`src/rtl/l2_fwd_in_queue.sv`:
```
// l2_fwd_in_queue: elastic FWFT queue between the NoC forward-message channel
// and the L2 fwd_in port. Order-preserving, no combinational bypass.
//
// Ports:
//   clk, rst (async, active-low)
//   noc_fwd_*        : NoC-side valid/ready and message fields (coh_msg, addr, req_id)
//   l2_fwd_in_*      : L2-side valid/ready and head-entry fields (coh_msg, addr, req_id)
//   occupancy        : entries currently held
//   peak_occupancy   : sticky maximum occupancy since reset or peak_clr
//   peak_clr         : synchronous clear of peak_occupancy (loads next count)
module l2_fwd_in_queue #(
    parameter int unsigned DEPTH  = 4,
    parameter int unsigned MSG_W  = 3,
    parameter int unsigned ADDR_W = 28,
    parameter int unsigned ID_W   = 4,
    localparam int unsigned CNT_W = $clog2(DEPTH + 1)
) (
    input  logic              clk,
    input  logic              rst,

    input  logic              noc_fwd_valid,
    output logic              noc_fwd_ready,
    input  logic [MSG_W-1:0]  noc_fwd_data_coh_msg,
    input  logic [ADDR_W-1:0] noc_fwd_data_addr,
    input  logic [ID_W-1:0]   noc_fwd_data_req_id,

    output logic              l2_fwd_in_valid,
    input  logic              l2_fwd_in_ready,
    output logic [MSG_W-1:0]  l2_fwd_in_data_coh_msg,
    output logic [ADDR_W-1:0] l2_fwd_in_data_addr,
    output logic [ID_W-1:0]   l2_fwd_in_data_req_id,

    output logic [CNT_W-1:0]  occupancy,
    output logic [CNT_W-1:0]  peak_occupancy,
    input  logic              peak_clr
);

    localparam int unsigned PTR_W = $clog2(DEPTH);

    logic [MSG_W-1:0]  msg_mem  [DEPTH];
    logic [ADDR_W-1:0] addr_mem [DEPTH];
    logic [ID_W-1:0]   id_mem   [DEPTH];

    logic [PTR_W-1:0]  wr_ptr;
    logic [PTR_W-1:0]  rd_ptr;
    logic [CNT_W-1:0]  count;
    logic [CNT_W-1:0]  count_next;
    logic [CNT_W-1:0]  peak;
    logic              push;
    logic              pop;

    // Handshakes; ready is held low throughout reset and never looks at the L2 side.
    assign noc_fwd_ready   = rst && (count != CNT_W'(DEPTH));
    assign l2_fwd_in_valid = (count != '0);
    assign push            = noc_fwd_valid && noc_fwd_ready;
    assign pop             = l2_fwd_in_valid && l2_fwd_in_ready;

    // First-word fall-through head.
    assign l2_fwd_in_data_coh_msg = msg_mem[rd_ptr];
    assign l2_fwd_in_data_addr    = addr_mem[rd_ptr];
    assign l2_fwd_in_data_req_id  = id_mem[rd_ptr];

    assign occupancy      = count;
    assign peak_occupancy = peak;

    // Next occupancy; push and pop together leave it unchanged.
    always_comb begin
        count_next = count;
        unique case ({push, pop})
            2'b10:   count_next = count + CNT_W'(1);
            2'b01:   count_next = count - CNT_W'(1);
            default: count_next = count;
        endcase
    end

    // Pointers, occupancy and sticky peak.
    always_ff @(posedge clk or negedge rst) begin
        if (!rst) begin
            wr_ptr <= '0;
            rd_ptr <= '0;
            count  <= '0;
            peak   <= '0;
        end else begin
            if (push) wr_ptr <= wr_ptr + PTR_W'(1);
            if (pop)  rd_ptr <= rd_ptr + PTR_W'(1);
            count <= count_next;
            if (peak_clr || (count_next > peak)) peak <= count_next;
        end
    end

    // Entry storage; written only on push, left intact on pop.
    always_ff @(posedge clk or negedge rst) begin
        if (!rst) begin
            for (int i = 0; i < int'(DEPTH); i++) begin
                msg_mem[i]  <= '0;
                addr_mem[i] <= '0;
                id_mem[i]   <= '0;
            end
        end else if (push) begin
            msg_mem[wr_ptr]  <= noc_fwd_data_coh_msg;
            addr_mem[wr_ptr] <= noc_fwd_data_addr;
            id_mem[wr_ptr]   <= noc_fwd_data_req_id;
        end
    end

    // Overflow and underflow cannot happen; flag them if they ever do.
    a_no_overflow: assert property (@(posedge clk) disable iff (!rst)
        !(push && (count == CNT_W'(DEPTH))));
    a_no_underflow: assert property (@(posedge clk) disable iff (!rst)
        !(pop && (count == '0)));

endmodule

```
`config.mk`:
```
export PLATFORM = sky130hd
export DESIGN_NAME = l2_fwd_in_queue
export DESIGN_NICKNAME = d
export VERILOG_FILES = /design/src/rtl/l2_fwd_in_queue.sv
export SDC_FILE = /design/constraint.sdc
export NUM_CORES = 1
export LEC_CHECK = 0
export CORE_UTILIZATION = 30
export CTS_BUF_LIST = sky130_fd_sc_hd__clkbuf_8 sky130_fd_sc_hd__clkbuf_16
export CTS_CLUSTER_SIZE = 12
export DETAILED_ROUTE_END_ITERATION = 16
export GPL_ROUTABILITY_DRIVEN = 0
export SLEW_MARGIN = 25
export SYNTH_ARGS = -nofsm -noshare
export SYNTH_HDL_FRONTEND = slang
export SYNTH_SLANG_ARGS = --single-unit
```
`constraint.sdc`:
```
create_clock -name clk -period 5.06 [get_ports clk]
set_clock_uncertainty 0.1 [all_clocks]
set_input_delay 0.506 -clock clk [delete_from_list [all_inputs] [get_ports clk]]
set_output_delay 0.506 -clock clk [all_outputs]
set_load 0.005 [all_outputs]
```
### Yosys cells after proc, flatten, opt, wreduce, memory -nomap -nowiden

Cells that the tools add are included.
Widths: inputs -> output; s select.

* output and inout bits: 43
* input bits: 40
* bits in registers: 150
* logic and storage cells: 54

* $lt $le $gt $ge: 4
* add/sub/neg operators: 4
* reduce and logical (&&, ||, !) cells: 6
* eq/ne operators: 3
* muxes and demuxes: 19
* bitwise logic cells: 2

Operators by type and width (number)
* $bwmux 112: 1
* $mux 28: 3
* $bmux 28 s2: 1
* $demux 28 s2: 1
* $bwmux 16: 1
* $bwmux 12: 1
* $mux 4: 3
* $mux 3: 3
* $bmux 4 s2: 1
* $demux 4 s2: 1
* $bmux 3 s2: 1
* $demux 3 s2: 1
* $ge 3x3->1 const B: 2
* $not 2->3: 2
* $pmux 3 s2: 1
* $add 2x1->2 const B: 2
* $logic_and 1x1->1: 4
* $add 3x1->3 const B: 1
* $gt 3x3->1: 1
* $lt 3x1->1 const B: 1
* $ne 3x3->1 const B: 1
* $reduce_bool 3->1: 1
* $sub 3x1->3 const B: 1
* $eq 2x1->1 const B: 1
* other kinds (2): 2

### Depth between registers and ports, before layout

* word-level depth: 7
* mapped depth: 13
* depth with buffers taken out: 13

### Worst setup path before layout

No wires, ideal clock.

* path type: register to register
* start: reg count[2] (netlist: occupancy[2])
* end: reg peak[0] (netlist: peak_occupancy[0])
* arrival time: 3.038 ns
* slack: 1.797 ns
* period minus slack after synthesis: 3.263 ns
* setup time: 0.125 ns
* cell stages (with the launch flop): 13
* data required time: 4.835 ns
* path buffers: 0
* path through: dfrtp_1 > or3_1 > and2_1 > ha_1 > fa_1 > xnor2_1 > nor2_1 > xor2_1 > ha_1 > nand3_1 > o21ai_0 > o21bai_1 > mux2_2

* elaborated cells on any way between the ends: 12
* those cells by class: add/sub (2); order compare (1); eq/ne (3); mux (1); reduce/logical (5)

RTL lines
* from (decl): RTL line 46 `logic [CNT_W-1:0] count;`
* from (signal assigned): RTL line 86 `count <= count_next;`
* $reduce_bool 3->1 (*): RTL line 54 `assign l2_fwd_in_valid = (count != '0);`
* via l2_fwd_in_valid: RTL line 27 `output logic l2_fwd_in_valid,`
* $logic_and 1x1->1 (*): RTL line 56 `assign pop = l2_fwd_in_valid && l2_fwd_in_ready;`
* via pop: RTL line 50 `logic pop;`
* $eq 2x1->1 / $eq 2x2->1 (equally long branches): RTL line 69 `unique case ({push, pop})`
* $pmux 3 s2 (*): RTL line 69
* via count_next[2]: RTL line 47 `logic [CNT_W-1:0] count_next;`
* $gt 3x3->1 (*): RTL line 87 `if (peak_clr || (count_next > peak)) peak <= count_next;`
* $logic_or 1x1->1 (*): RTL line 87
* to (signal assigned): RTL line 87
* to (decl): RTL line 48 `logic [CNT_W-1:0] peak;`

Mark *: on every way through the listed nets, which the timed path passes. The rest lies on a longest branch.
A chain may end at the register's enable or synchronous reset.

### Worst setup path after layout

* start: in rst
* end: reg peak[2] (netlist: peak_occupancy[2])

* cells in the longest elaborated chain, start to end: 6
* elaborated cells on any way between the ends: 7
* those cells by class: order compare (1); eq/ne (2); mux (1); reduce/logical (3)

Ends and longest elaborated chain
* from (decl): RTL line 19 `input logic rst,`
* $logic_and 1x1->1 (*): RTL line 53 `assign noc_fwd_ready = rst && (count != CNT_W'(DEPTH));`
* $logic_and 1x1->1 (*): RTL line 55 `assign push = noc_fwd_valid && noc_fwd_ready;`
* $eq 2x1->1 / $eq 2x2->1 (equally long branches): RTL line 69
* $pmux 3 s2 (*): RTL line 69
* via count_next[2]: RTL line 47
* $gt 3x3->1: RTL line 87
* $logic_or 1x1->1: RTL line 87

Marks and branches as above.

==> impl_metrics.toml <==
[finish]
layout_common_cells = "dfrtp_1 (148), mux2_2 (136), clkdlybuf4s50_1 (81)"
area_growth_pct = 25.1
antenna_cells = 0
nets = 524
final_common_cell = "dfrtp_1"
drive_gt1_share_pct = 44.9
fin_util_pct = 38.4

[global_route]
grt_pass1_vias = 4269
grt_max_degree = 73
antenna_found_initial = 0
grtUsageTotal_pct = 13.8
grt_overflow = 0
grt_first_pass_wirelength_um = 23100

[setup_path]
crit_path_end_kind = "flop"
endpoint = "peak_occupancy[2]"
worst-setup-path-type = "input port to flop"
critPathLaunch = "rst"
cp.required_ns = 5.27
r2r-start = "occupancy[2]"
crit_fanout = 43
r2r_slack_ns = 1.53
cp_data_arrival_time_ns = 4.29
r2r-end = "peak_occupancy[2]"
rr_worst_depth = 12
worstSetupStartpointType = "input port"

[die]
pin_count = 83
fp.dieW_um = 151
core_mm2 = 0.0218
die_area_mm2 = 0.0229
fp.dieH_um = 151
start_util_pct = 30.7
num_rows = 54

[timing]
finalSetupViolations = 0
slew_violations = 0
rsz0062_at_grt = "no"
fin_crit_sh_pct = 80.7
relSlewSlack_pct = 31.0
hold_viol_final = 0
setup_tns_ns = 0
clock.fmax_mhz = 245
worst_pin_slew_ns = 1.04
fin_crit_ns = 4.08

[placed_design]
dp_hpwl_um = 8910
io_buffers = 82

[drt]
drc = 0
vias_per_cell = 4.77
wl_per_cell_um = 18.6
dr_total_vias = 3661
drtIter0Drc = 94
ant_nets = 0
drt_wl_total_um = 14300
firstDrtPassIters = 4

[logic_synthesis]
synth.distinct_cells = 27
synth_fp_nets = 438
syn_avg_cell_area_um2 = 17.2
netlist_instances = 389
synthTopCellsByArea = "dfrtp_1 (56%), mux2_2 (23%), mux4_2 (12%), buf_6 (1.7%), mux2_4 (1.6%)"
synthDominantCellAreaShare_pct = 56.1
ys_seq_area_share_pct = 56.1
synth-seq-cells = 150
synthesis.area_mm2 = 0.00669
yosys_warnings = 0
yosys.area.top_type = "dfrtp_1"

[run]
maxCapViolations = 0

[outcome]
status = "complete, no violations"

[hold_path]
hp-class = "flop to flop"
hold-path-cell-count = 1

[clocking]
cts_sinks = 150
cts_buffer_depth = 2
htreeDepth = 4
tritoncts = "yes"
numCtsBuffers = 17
path_clk_slew_ns = 0.06
cts_setup_buffers = 0
cts_root_buffer = "clkbuf_16"
insertion_delay_ns = 0.42

[power]
leakagePower_nw = 3.58
ir_drop_v = 0.000321
power.density_mw_per_mm2 = 700
==> critical path, cell delays in order <==
cell and delay [ns]:
dlygate4sd3_1 0.54, buf_6 0.34, nand2_1 0.15, a21oi_4 0.36, inv_1 0.10, ha_1 0.25
fa_1 0.38, xnor2_1 0.14, nor2_1 0.11, xor2_1 0.29, ha_1 0.31, nand3_1 0.08
o21ai_0 0.08, o21bai_1 0.27, mux2_2 0.38
==> cells by family after synthesis <==
family	share of synthesized area [%]
simple gates	1.25
xor+xnor	0.785
flops	56.1
fa+ha+maj	1.80
buf+inv	2.94
mux	36.4
compound gates	0.729
==> what timing repair did <==
action | 4_1_cts | 5_1_grt
hold endpoints to repair | 39 | 0
gates resized for setup | 0 | 0
endpoints found under the setup margin | 0 | 0
hold buffers | 1 | 0
==> cell usage after synthesis <==
cell type,count
a211oi_1,1
a21boi_0,1
a21oi_4,1
and2_1,1
buf_2,5
buf_4,1
buf_6,10
clkbuf_1,3
clkbuf_8,1
dfrtp_1,150
fa_1,1
ha_1,8
inv_1,7
mux2_1,1
mux2_2,136
mux2_4,7
mux4_2,35
nand2_1,3
nand2_4,4
nand3_1,1
nor2_1,1
nor2_2,1
o21ai_0,2
o21bai_1,1
or3_1,1
xnor2_1,4
xor2_1,2
==> per-stage QoR <==
| step | hold slack, ns | power, mW | std cells | instance area, um2 | setup slack, ns |
|---|---|---|---|---|---|
| 2_1_floorplan | 0.110 | 3.56 | 389 | 6690 | 1.80 |
| 3_3_place_gp | 0.337 | 4.49 | 734 | 7720 | 1.19 |
| 3_5_place_dp | 0.342 | 4.62 | 734 | 7720 | 1.01 |
| 4_1_cts | 0.402 | 5.97 | 767 | 8350 | 0.922 |
| 5_1_grt | 0.409 | 6.24 | 768 | 8370 | 0.630 |
| 6_report | 0.397 | 5.86 | 768 | 8370 | 0.975 |
==> how the worst min path moves through the flow <==
stage	startpoint	to	slack, ns
after CTS	id_mem[11]	id_mem[11]	0.40
final	id_mem[11]	id_mem[11]	0.40
after global routing	addr_mem[51]	addr_mem[51]	0.41
after global placement	rst	addr_mem[24]	0.34
after detailed placement	rst	addr_mem[24]	0.34
after floorplan	rst	addr_mem[0]	0.11
==> layer usage <==
layer,share of wire (%),GRT usage [%]
met1,42,16.3
met2,53,24.0
met3,4.0,3.86
met4,1.1,4.20
met5,0,0
==> registers in the layout, indices dropped and copies added (netlist names) <==
name            count
peak_occupancy      3
wr_ptr              2
occupancy           3
rd_ptr              2
addr_mem          112
msg_mem            12
id_mem             16
==> layout make-up <==
type / count / area, um2
fillers: 2026 / 13500
flip-flops and latches: 150 / 3760
well taps: 280 / 350
clock inverters: 13 / 164
clock buffers: 19 / 453
repair buffers: 87 / 882
inverters: 7 / 26.3
multi-input cells: 212 / 2740
==> where the power goes <==
group | total (mW) | switching, mW | internal, mW
combinational | 2.34 | 0.758 | 1.59
clock | 1.32 | 0.474 | 0.841
sequential | 2.20 | 0.396 | 1.81
total | 5.86 | 1.63 | 4.23
Power figures use the tool's default switching activity.
